<file path="src/rtl/seq_1010_frame_tx.sv">
`default_nettype none
// ============================================================================
// Module   : seq_1010_frame_tx
// Purpose  : Serial frame transmitter for the 1010-marker link. After a word
//            is accepted over a valid/ready handshake it drives a 1010
//            preamble, the word MSB-first, an optional even-parity bit, and
//            GAP idle cycles onto the registered serial line y.
// Ports    : clk        - rising-edge clock
//            rst        - synchronous reset, active-high
//            din        - payload word, sampled only on handshake
//            din_valid  - payload word available
//            din_ready  - block can accept a word (combinational, IDLE state)
//            y          - serial line output, registered, idle level 0
//            busy       - registered, high from first preamble bit through
//                         last gap cycle
//            frame_done - registered, one-cycle pulse on the last frame bit
// Config   : SEQ_1010_TX_PARITY_EN - when defined, a PAR state appends an
//            even-parity bit (^din) after din[0]; frame_done moves onto it.
// Revision : 1.0 - initial release
// ============================================================================
module seq_1010_frame_tx #(
    parameter int DATA_W = 8,
    parameter int GAP    = 2
) (
    input  wire logic              clk,
    input  wire logic              rst,
    input  wire logic [DATA_W-1:0] din,
    input  wire logic              din_valid,
    output logic                   din_ready,
    output logic                   y,
    output logic                   busy,
    output logic                   frame_done
);

    // One counter serves preamble, payload and gap phases, so it is sized
    // for the longest of them; it is cleared on every phase entry.
    localparam int c_CNT_N0 = (DATA_W > 4) ? DATA_W : 4;
    localparam int c_CNT_N  = (GAP > c_CNT_N0) ? GAP : c_CNT_N0;
    localparam int c_CNT_W  = $clog2(c_CNT_N);

    localparam logic [c_CNT_W-1:0] c_CNT_ONE   = c_CNT_W'(1);
    localparam logic [c_CNT_W-1:0] c_PRE_LAST  = c_CNT_W'(3);
    localparam logic [c_CNT_W-1:0] c_DATA_LAST = c_CNT_W'(DATA_W - 1);
    localparam logic [c_CNT_W-1:0] c_GAP_LAST  = c_CNT_W'((GAP > 0) ? GAP - 1 : 0);

    localparam logic [2:0] c_S_IDLE = 3'd0;
    localparam logic [2:0] c_S_PRE  = 3'd1;
    localparam logic [2:0] c_S_DATA = 3'd2;
`ifdef SEQ_1010_TX_PARITY_EN
    localparam logic [2:0] c_S_PAR  = 3'd3;
`endif
    localparam logic [2:0] c_S_GAP  = 3'd4;

    logic [2:0]         r_state;
    logic [2:0]         w_state_nxt;
    logic [c_CNT_W-1:0] r_cnt;
    logic [c_CNT_W-1:0] w_cnt_nxt;
    logic [DATA_W-1:0]  r_sh;
    logic [DATA_W-1:0]  w_sh_nxt;
    logic [DATA_W-1:0]  w_sh_shl;
    logic               r_y;
    logic               w_y_nxt;
    logic               r_busy;
    logic               w_busy_nxt;
    logic               r_done;
    logic               w_done_nxt;
    logic               w_accept;
`ifdef SEQ_1010_TX_PARITY_EN
    logic               r_par;
    logic               w_par_nxt;
`endif

    assign din_ready  = (r_state == c_S_IDLE);
    assign w_accept   = din_valid & din_ready;
    assign w_sh_shl   = r_sh << 1;
    assign y          = r_y;
    assign busy       = r_busy;
    assign frame_done = r_done;

    always_comb begin
        w_state_nxt = r_state;
        w_cnt_nxt   = r_cnt;
        w_sh_nxt    = r_sh;
        w_y_nxt     = 1'b0;
        w_busy_nxt  = r_busy;
        w_done_nxt  = 1'b0;
`ifdef SEQ_1010_TX_PARITY_EN
        w_par_nxt   = r_par;
`endif
        case (r_state)
            c_S_IDLE: begin
                w_busy_nxt = 1'b0;
                if (w_accept) begin
                    w_state_nxt = c_S_PRE;
                    w_cnt_nxt   = '0;
                    w_sh_nxt    = din;
`ifdef SEQ_1010_TX_PARITY_EN
                    w_par_nxt   = ^din;
`endif
                    w_y_nxt     = 1'b1;
                    w_busy_nxt  = 1'b1;
                end
            end

            c_S_PRE: begin
                if (r_cnt == c_PRE_LAST) begin
                    w_state_nxt = c_S_DATA;
                    w_cnt_nxt   = '0;
                    w_y_nxt     = r_sh[DATA_W-1];
`ifndef SEQ_1010_TX_PARITY_EN
                    // A one-bit payload is also the last frame bit.
                    w_done_nxt  = (DATA_W == 1);
`endif
                end else begin
                    // Preamble bit i is ~i[0]; the next bit (i+1) is therefore i[0].
                    w_cnt_nxt = r_cnt + c_CNT_ONE;
                    w_y_nxt   = r_cnt[0];
                end
            end

            c_S_DATA: begin
                if (r_cnt == c_DATA_LAST) begin
`ifdef SEQ_1010_TX_PARITY_EN
                    w_state_nxt = c_S_PAR;
                    w_y_nxt     = r_par;
                    w_done_nxt  = 1'b1;
`else
                    if (GAP == 0) begin
                        w_state_nxt = c_S_IDLE;
                        w_busy_nxt  = 1'b0;
                    end else begin
                        w_state_nxt = c_S_GAP;
                        w_cnt_nxt   = '0;
                    end
`endif
                end else begin
                    w_cnt_nxt = r_cnt + c_CNT_ONE;
                    w_sh_nxt  = w_sh_shl;
                    w_y_nxt   = w_sh_shl[DATA_W-1];
`ifndef SEQ_1010_TX_PARITY_EN
                    w_done_nxt = ((r_cnt + c_CNT_ONE) == c_DATA_LAST);
`endif
                end
            end

`ifdef SEQ_1010_TX_PARITY_EN
            c_S_PAR: begin
                if (GAP == 0) begin
                    w_state_nxt = c_S_IDLE;
                    w_busy_nxt  = 1'b0;
                end else begin
                    w_state_nxt = c_S_GAP;
                    w_cnt_nxt   = '0;
                end
            end
`endif

            c_S_GAP: begin
                if (r_cnt == c_GAP_LAST) begin
                    w_state_nxt = c_S_IDLE;
                    w_busy_nxt  = 1'b0;
                end else begin
                    w_cnt_nxt = r_cnt + c_CNT_ONE;
                end
            end

            default: begin
                w_state_nxt = c_S_IDLE;
                w_busy_nxt  = 1'b0;
            end
        endcase
    end

    always_ff @(posedge clk) begin
        if (rst) begin
            r_state <= c_S_IDLE;
            r_cnt   <= '0;
            r_sh    <= '0;
            r_y     <= 1'b0;
            r_busy  <= 1'b0;
            r_done  <= 1'b0;
`ifdef SEQ_1010_TX_PARITY_EN
            r_par   <= 1'b0;
`endif
        end else begin
            r_state <= w_state_nxt;
            r_cnt   <= w_cnt_nxt;
            r_sh    <= w_sh_nxt;
            r_y     <= w_y_nxt;
            r_busy  <= w_busy_nxt;
            r_done  <= w_done_nxt;
`ifdef SEQ_1010_TX_PARITY_EN
            r_par   <= w_par_nxt;
`endif
        end
    end

endmodule
`default_nettype wire
</file>
<file path="config.mk">
export PLATFORM = sky130hd
export DESIGN_NAME = seq_1010_frame_tx
export DESIGN_NICKNAME = d
export VERILOG_FILES = /design/src/rtl/seq_1010_frame_tx.sv
export SDC_FILE = /design/constraint.sdc
export NUM_CORES = 1
export LEC_CHECK = 0
export ABC_AREA = 1
export CAP_MARGIN = 15
export CORE_MARGIN = 5
export CORE_UTILIZATION = 52
export CTS_CLUSTER_DIAMETER = 150
export DETAILED_ROUTE_END_ITERATION = 8
export HOLD_SLACK_MARGIN = 0.02
export PLACE_DENSITY = 0.77
export SYNTH_ARGS = -nofsm -noshare
export SYNTH_HDL_FRONTEND = slang
export SYNTH_SLANG_ARGS = --single-unit
</file>
<file path="constraint.sdc">
create_clock -name clk -period 1.6 [get_ports clk]
set_input_delay 0.32 -clock clk [delete_from_list [all_inputs] [get_ports clk]]
set_output_delay 0.32 -clock clk [all_outputs]
set_load 0.02 [all_outputs]
</file>
* Yosys cells after proc, flatten, opt, wreduce, memory -nomap -nowiden
Index checks and enable logic that the tools add are counted.
Cells by class: add/sub/neg operators 1, $mul 0, divide/modulo/power cells 0, magnitude comparators 0, equal/unequal tests 13, shifts and indexed selects 0, muxes and demuxes 19, bitwise operators 3, reductions and logical operators 9
Operators with widths (count):
- 3-bit 2-to-1 mux | 8
- 3-bit case mux with 4 select lines | 2
- 8-bit 2-to-1 mux | 2
- 8-bit case mux with 2 select lines | 1
- 2-bit inequality test, second input constant | 5
- 3-bit == test, second input constant | 3
- 3-bit by 1-bit == test with 1-bit output, second input constant | 2
- 3-bit by 2-bit == test with 1-bit output, second input constant | 2
- 1-bit case mux with 3 select lines | 2
- 3-bit AND reduction | 2
- 1-bit 2-to-1 mux | 4
- 4-bit AND reduction | 1
- 4-bit nonzero test | 1
- 3-bit by 1-bit adder with 3-bit output, second input constant | 1
- 3-bit zero test | 1
- 3-bit OR reduction | 1
- 2-bit by 1-bit inequality test with 1-bit output, second input constant | 1
- 1-bit inverter | 2
- 2-bit AND reduction | 1
- 2-bit nonzero test | 1
- 2-bit OR reduction | 1
- 1-bit bitwise AND | 1
Storage, ports and cells: bits in registers 17, bits in latches 0, bits in writable memories 0, ROM bits 0, output and inout port bits 4, logic and storage cells 51, memories 0

* Logic depth before layout (Yosys ltp)
Gate-level depths: netlist (run 1).
depth in word-level cells 4, gate-level depth with buffers 8, mapped depth without buffers 8

* Least setup slack after synthesis (run 1)
OpenSTA, ideal clock, no wires.
path type register -> register, start point register r_cnt[0], end point register r_sh[0], setup time 70 ps, arrival time 1221 ps, slack 309 ps, stages on the path, launching flop included 8, buffers on the path 0, cell sequence dfxtp_1 > ha_1 > nand2_1 > nand2_4 > nand2_8 > inv_4 > nand2_1 > a21oi_1
Between the ends: word-level cells in the longest chain between the ends 3
RTL lines:
- from (decl) | line 56 | logic [c_CNT_W-1:0] r_cnt;
- from (signal assigned) | line 187 | r_cnt <= w_cnt_nxt;
- 3-bit == test | line 122 | if (r_cnt == c_DATA_LAST) begin
- 2-bit inequality test (no source line)
- 3-bit AND reduction (no source line)
- to (signal assigned) | line 188 | r_sh <= w_sh_nxt;
- to (decl) | line 58 | logic [DATA_W-1:0] r_sh;
Every way passes these cells. A chain may end at the register's enable or synchronous reset.

* Worst setup path after layout (run 1)
start point register r_done, in the netlist frame_done, end point output frame_done
RTL lines:
- from (decl) | line 65 | logic r_done;
- from (signal assigned) | line 191 | r_done <= w_done_nxt;
- to (decl) | line 32 | output logic frame_done
No word-level cell between the ends.

==> results of run 1 <==
[stage by stage]
stage,setup slack (ns),hold WS [ns],cells
2_1_floorplan,0.309,0.389,150
3_3_place_gp,0.120,0.460,196
3_5_place_dp,0.106,0.454,196
4_1_cts,0.0193,0.475,200
5_1_grt,0.0181,0.530,200
6_report,0.0669,0.476,200
[area by class of cell]
type                            count  area (um^2)  share of cell area
Timing Repair Buffer               21          196               0.154
Multi-Input combinational cell    116          617               0.483
Sequential cell                    17          342               0.268
Clock buffer                        4         26.3              0.0206
Inverter                           15         61.3              0.0480
Tap cell                           27         33.8              0.0265
[final timing paths]
| kind | start | end | slack, ns |
|---|---|---|---|
| setup reg to reg | r_state[2] | r_sh[7] | 0.20 |
| hold / removal | r_sh[0] | r_sh[0] | 0.48 |
| setup / recovery | frame_done | frame_done | 0.07 |
| hold reg to reg | r_sh[0] | r_sh[0] | 0.48 |
[cell families after synthesis]
| kind of cell | count (synthesis) | share of synthesized area |
|---|---|---|
| AOI/OAI and AO/OA | 15 | 0.0726 |
| and+or+nand+nor | 96 | 0.464 |
| DFF | 17 | 0.329 |
| adders and majority gates | 5 | 0.0605 |
| buffers and inverters | 17 | 0.0738 |
[synth_stat cells]
cell type / count / area, um^2
o21ai_1: 3 / 15.0
a21oi_1: 7 / 35.0
nand4_1: 4 / 25.0
inv_4: 2 / 12.5
nand2_4: 2 / 22.5
nand2_1: 41 / 154
ha_1: 5 / 62.6
o21ai_0: 5 / 25.0
nand2_8: 1 / 20.0
nand3_4: 2 / 35.0
nand3_1: 13 / 65.1
nor3_1: 1 / 5.00
nand2_2: 2 / 12.5
buf_6: 1 / 11.3
nor2_1: 26 / 97.6
inv_1: 10 / 37.5
clkbuf_1: 1 / 3.75
nand3_2: 2 / 20.0
inv_2: 3 / 11.3
dfxtp_1: 17 / 340
nor2_4: 2 / 22.5
[what timing repair did]
item / CTS / global route
buffers inserted: 0 / 0
resized for setup: 1 / 3
setup endpoints to repair: 1 / 6
pin swaps: 0 / 0
[power by group]
part           switching [mW]  internal, mW  leakage [nW]
Sequential             0.0649         0.510         0.141
Clock                   0.150        0.0975        0.0150
Combinational           0.405         0.257         0.476
Total                   0.619         0.865         0.631
[sequential cells by signal (all words and copies together) (netlist names)]
name        cells
frame_done      1
r_state         3
r_cnt           3
r_sh            8
busy            1
y               1
[per-layer routing]
| layer | GRT usage | share of wire | vias to the layer above |
|---|---|---|---|
| met3 | 0.0436 | 0.072 | 7 |
| li1 | - | - | 528 |
| met4 | 0.112 | 0.027 | 0 |
| met5 | 0 | 0 | - |
| met1 | 0.217 | 0.44 | 446 |
| met2 | 0.287 | 0.46 | 39 |
==> flow_summary.json, run 1 <==
{
  "status": "finished clean",
  "n_antenna_cell": 0,
  "core-area_um2": 1920,
  "finalSetupTns_ns": 0,
  "setup_violations": 0,
  "critical_path.cell_chain": "clkdlybuf4s50_1",
  "p_per_area_nw_per_um2": 1160,
  "crit_fanout": 1,
  "cts_root_buf": "clkbuf_4",
  "design_area_um2": 1280,
  "track_usage": 0.181,
  "fin_crit_sh": 0.958,
  "hpwl_um": 1730,
  "num_vias": 1020,
  "worst-path-stages": 1,
  "criticalPathCategory": "register to output pin",
  "die_area_um2": 2980,
  "gp_congestion": 0.895,
  "worst_pin_slew_ns": 0.373,
  "clock_latency_ns": 0.30,
  "ys_warn_count": 0,
  "final_antenna_net_count": 0,
  "mostFrequentLayoutCell": "nand2_1",
  "fill_cells": 157,
  "port_buffers": 14,
  "synth_seq_cells": 17,
  "syn_inst": 150,
  "wirelength_um": 2260,
  "grt_max_degree": 14,
  "cts.sinks": 17,
  "fin_util": 0.664,
  "cts_buffers": 3,
  "die_y_um": 54.6,
  "slowest_delay_ns": 0.59,
  "htreeDepth": 1,
  "power.leakage_nw": 0.631,
  "hold_viol": 0,
  "worst_hold_path.num_cells": 2,
  "layout-drive-gt1-share": 0.156,
  "cpLargestDelayFamily": "buffers and inverters",
  "ir_drop_mv": 0.768,
  "worstRegToRegCells": 9,
  "clkTransAtPathRegs_ns": 0.10,
  "relSlewSlack": 0.751,
  "area_growth_pct": 23.5,
  "drt-initial-drc-count": 43,
  "mostFrequentLayoutCells": "41 x nand2_1, 26 x nor2_1, 16 x dfxtp_1",
  "cp.arrival_ns": 1.21,
  "fmax_ghz": 0.652,
  "rsz0062_at_grt": "no",
  "cts_tree": "yes",
  "die_w_um": 54.6,
  "grt_pass1_wl_um": 3790,
  "synth.distinct_cells": 21,
  "ios": 15,
  "dr.pass1.iters": 4,
  "ctsHoldBuffers": 0,
  "hp-class": "register to register",
  "cp-end-kind": "output pin",
  "finalMaxSlewViolations": 0,
  "drc": 0,
  "crit_slowest_cell": "clkdlybuf4s50_1",
  "cap_viol_max_count": 0,
  "initial_core_util": 0.538,
  "wire_per_inst_um": 11.3,
  "crit_path_start_kind": "register",
  "ys_seq_area_frac": 0.329,
  "finalClockSkew_ns": 0.00209,
  "place_area_um2": 1240,
  "synth_nets": 166,
  "power_mw": 1.48,
  "cp.required_ns": 1.28,
  "rows": 16,
  "grt_overflow": 0,
  "synth_area_um2": 1030,
  "grt_antenna_before_repair": 0,
  "crit_buf_inv": 1,
  "grt_pass1_vias": 908,
  "via_per_inst": 5.10,
  "avgSynthCellArea_um2": 6.89,
  "finalNetCount": 190,
  "min_period_ns": 1.53,
  "clock_path_buffers": 2
}
Power figures use the tool's default switching activity.
==> run 2: changes to the inputs <==
TNS_END_PERCENT = 20   (was unset)
==> results of run 2 <==
No change in the layout: final DEF, timing and power equal those of run 1.
==> run 3: changes to the inputs <==
CORE_MARGIN = unset   (was 5)
==> run 3 against run 2 <==
Utilization up 4.1 points. Sequential share of layout area up 0.13 points. Register-to-register slack better by 0.02 ns. Routed wire length down 4.2%. Critical path depth unchanged. Die area down 27%. Fmax down 0.98%. Clock skew down 0.0012 ns. Cell count down 1.0%. Largest power group unchanged.
==> flow_summary.json, run 3 (synthesis results as in run 1) <==
{
  "status": "finished clean",
  "critical_path.cell_chain": "clkdlybuf4s50_1",
  "rsz0062_at_grt": "no",
  "hp-class": "register to register",
  "port_buffers": 14,
  "cp-end-kind": "output pin",
  "grt_pass1_wl_um": 3630,
  "clock_path_buffers": 2,
  "die_area_um2": 2170,
  "cts_tree": "yes",
  "design_area_um2": 1270,
  "slowest_delay_ns": 0.60,
  "mostFrequentLayoutCell": "nand2_1",
  "gp_congestion": 0.882,
  "crit_fanout": 2,
  "top_register": "r_sh",
  "drc": 0,
  "drt-initial-drc-count": 9,
  "grt_overflow": 0,
  "min_period_ns": 1.55,
  "core-area_um2": 1800,
  "die_y_um": 46.6,
  "finalClockSkew_ns": 0.000931,
  "cts_root_buf": "clkbuf_4",
  "cts.sinks": 17,
  "cts_buffers": 3,
  "grt_antenna_before_repair": 0,
  "worst_pin_slew_ns": 0.342,
  "finalNetCount": 190,
  "n_antenna_cell": 0,
  "fin_crit_sh": 0.968,
  "crit_path_start_kind": "register",
  "criticalPathCategory": "register to output pin",
  "mostFrequentLayoutCells": "41 x nand2_1, 26 x nor2_1, 16 x dfxtp_1",
  "cpLargestDelayFamily": "buffers and inverters",
  "wirelength_um": 2170,
  "area_growth_pct": 22.9,
  "largest_reg_flops": 8,
  "grt_pass1_vias": 897,
  "final_antenna_net_count": 0,
  "crit_buf_inv": 1,
  "die_w_um": 46.6,
  "cp.arrival_ns": 1.23,
  "reg2reg_setup_slack_ns": 0.22,
  "place_area_um2": 1240,
  "ir_drop_mv": 0.654,
  "p_per_area_nw_per_um2": 1150,
  "crit_slowest_cell": "clkdlybuf4s50_1",
  "clkTransAtPathRegs_ns": 0.10,
  "wire_per_inst_um": 11.0,
  "finalMaxSlewViolations": 0,
  "multi_input_area_um2": 617,
  "rows": 15,
  "grt_max_degree": 14,
  "fin_util": 0.705,
  "relSlewSlack": 0.772,
  "fmax_ghz": 0.646,
  "via_per_inst": 5.13,
  "cap_viol_max_count": 0,
  "hold_viol": 0,
  "power.leakage_nw": 0.604,
  "ios": 15,
  "layout-drive-gt1-share": 0.162,
  "htreeDepth": 1,
  "initial_core_util": 0.574,
  "fill_cells": 167,
  "setup_violations": 0,
  "cp.required_ns": 1.28,
  "track_usage": 0.242,
  "hpwl_um": 1740,
  "num_vias": 1016,
  "clock_latency_ns": 0.29,
  "ff_latch_area_um2": 342,
  "top_regs": "r_sh (8), r_cnt (3), r_state (3)",
  "dr.pass1.iters": 4,
  "finalSetupTns_ns": 0
}
run 3: worst min-delay path, delay by kind of cell (launching register included):
family          cells  cell delay [ns]
simple gates        1             0.06
flops               1             0.33
compound gates      1             0.06
run 3: worst paths after layout:
path	from	to	cells after the start
worst min-delay path	r_sh[0]	r_sh[0]	2
worst min register to register	r_sh[0]	r_sh[0]	2
worst max register to register	r_cnt[0]	r_sh[0]	7
worst max-delay path	busy	busy	1
run 3: where the power goes:
| part | switching (mW) | internal [mW] |
|---|---|---|
| Combinational | 0.399 | 0.254 |
| Clock | 0.141 | 0.0929 |
| Sequential | 0.0641 | 0.510 |
| Total | 0.603 | 0.857 |
run 3: routing by layer:
| layer | wire (um) | track usage | vias up | part of all wire |
|---|---|---|---|---|
| met2 | 1130 | 0.433 | 24 | 0.52 |
| met1 | 949 | 0.272 | 457 | 0.44 |
| met3 | 57 | 0.0353 | 2 | 0.026 |
| met5 | 0 | 0 | - | 0 |
| li1 | - | - | 533 | - |
| met4 | 27 | 0.124 | 0 | 0.012 |
run 3: layout make-up:
| type | instances | share of cell area |
|---|---|---|
| Sequential cell | 17 | 0.269 |
| Multi-Input combinational cell | 116 | 0.486 |
| Clock inverter | 1 | 0.00394 |
| Inverter | 15 | 0.0483 |
| Clock buffer | 3 | 0.0177 |
| Tap cell | 25 | 0.0246 |
| Timing Repair Buffer | 21 | 0.151 |
run 3: what timing repair did:
item | 4_1_cts | 5_1_grt
endpoints found under the hold margin | 0 | 0
setup endpoints to repair | 1 | 1
resized for setup | 1 | 1
pin swaps | 0 | 0
setup buffers | 0 | 0
hold buffers | 0 | 0
run 3: per-stage QoR:
stage,instances,hold WS (ns),power (mW),setup WS (ns)
final,198,0.489,1.46,0.0516
after CTS,198,0.492,1.47,0.0362
after detailed placement,194,0.474,1.24,0.120
after global placement,194,0.459,1.23,0.139
after global routing,198,0.527,1.58,0.000651
after floorplan,150,0.389,1.05,0.309
==> patch (flow settings as in run 1) <==
`r_sh` no longer has a reset.
--- a/src/rtl/seq_1010_frame_tx.sv
+++ b/src/rtl/seq_1010_frame_tx.sv
@@ -176,5 +176,4 @@
             r_state <= c_S_IDLE;
             r_cnt   <= '0;
-            r_sh    <= '0;
             r_y     <= 1'b0;
             r_busy  <= 1'b0;
@@ -186,5 +185,4 @@
             r_state <= w_state_nxt;
             r_cnt   <= w_cnt_nxt;
-            r_sh    <= w_sh_nxt;
             r_y     <= w_y_nxt;
             r_busy  <= w_busy_nxt;
@@ -196,4 +194,8 @@
     end
 
+    always_ff @(posedge clk) begin
+        r_sh <= w_sh_nxt;
+    end
+
 endmodule
 `default_nettype wire
Behaviour: no difference found for any inputs over 10 cycles, from zero or initial values and one cycle with rst high; that may be too few to reach the edited logic, so the function may still have changed.
==> patch against run 1 <==
Global-route usage fell by 1.9 points; worst hold slack improved by 0.033 ns; synthesized area down 9.1%; maximum frequency up 0.47%; die area decreased by 7.4%; clock power fell by 8.9%; routed wire length fell by 20%; total power down 19%; combinational power down 39%; critical path depth did not move; cell area decreased by 8.8%; sequential share of layout area rose by 9.5 points; worst setup slack better by 0.0071 ns; sequential cell count did not move; critical path type unchanged; largest cell class unchanged; largest power group is now registers.
==> patch: results <==
group,metric,value,unit
logic_synthesis,syn_avg_cell_area,7.77,µm²
clock_tree,cts-root-to-sink-buffers,2,
timing,finalClockSkew,0.00143,ns
logic_synthesis,synth_common_cells,"nand2_1 (46), nor2_1 (11), dfxtp_1 (9), inv_1 (9), edfxtp_1 (8)",
layout,filler_cell_count,158,
logic_synthesis,post_synth_fa_ha_maj_area_fraction,6.66,%
grt,grt_start_max_net_pins,11,
logic_synthesis,synth_compound_gate_area_share,6.26,%
grt,globalRouteMet1Util,18.9,%
layout,seq_area,422,µm²
pwr,switching_share,34.5,%
placement,gp_congestion,0.884,
pwr,pg_clk,0.225,mW
setup_path,timing.critical_path.max_delay_family,"buffers and inverters",
drt,route.met3.wl,52,µm
pwr,leakagePower,0.544,nW
grt,grtUsageMet3,3.42,%
grt,grt_util_all_layers,16.2,%
clock_tree,cts_repair_resize_count,1,
pwr,max-vdd-ir-drop,0.000697,V
drt,drt-vias-per-instance,4.74,
layout,final_layout_size_suffix_gt1_share,18.2,%
placement,post-dp-hpwl,1440,µm
drt,routed_via_count,796,
drt,wl_met1,872,µm
drt,dr_wl_met2,864,µm
grt,grt_first_pass_wirelength,3270,µm
logic_synthesis,synth.net_count,137,
logic_synthesis,synth_top_cells_by_area,"edfxtp_1 (26%), dfxtp_1 (19%), nand2_1 (18%)",
grt,groute.layer.met2.usage,28.7,%
pwr,design_internal_power,0.787,mW
drt,detailedRoute.firstIterationViolations,7,
logic_synthesis,seq_area_frac_synth,44.7,%
status,outcome,"completed",
setup_path,worst_r2r_path_depth,4,
logic_synthesis,synth_edf_count,8,
grt,first_global_vias,818,
placement,dpl_worst_slack,0.0464,ns
timing,timing.max_slew.rel_slack,76.9,%
clock_tree,worstSkewPairLatency,0.28,ns
placement,dpl_cell_area,1140,µm²
drt,detail_route.wirelength,1810,µm
logic_synthesis,netlist-cell-type-count,19,
==> patch: final timing paths <==
check                           startpoint  endpoint  slack (ns)
worst max-delay path                     y         y        0.07
worst min-delay path                  busy      busy        0.51
worst max register to register  r_state[0]   r_sh[2]        0.20
worst min register to register        busy      busy        0.51
==> patch: tightest hold or removal path: stages, from the launching register on <==
cell and delay (ns):
dfxtp_1 0.32, a21oi_1 0.11, nor3_1 0.05
==> patch: area by class of cell <==
| cell class | count | area share (%) |
|---|---|---|
| Clock inverter | 1 | 0.430 |
| Clock buffer | 3 | 1.94 |
| Inverter | 12 | 3.87 |
| Timing Repair Buffer | 19 | 15.1 |
| Sequential cell | 17 | 36.2 |
| Tap cell | 25 | 2.69 |
| Multi-Input combinational cell | 91 | 39.8 |
==> patch: cells by family after synthesis <==
| logic type | count (synthesis) |
|---|---|
| DFF | 17 |
| AOI/OAI and AO/OA | 11 |
| buffers and inverters | 13 |
| adders and majority gates | 5 |
| and+or+nand+nor | 75 |
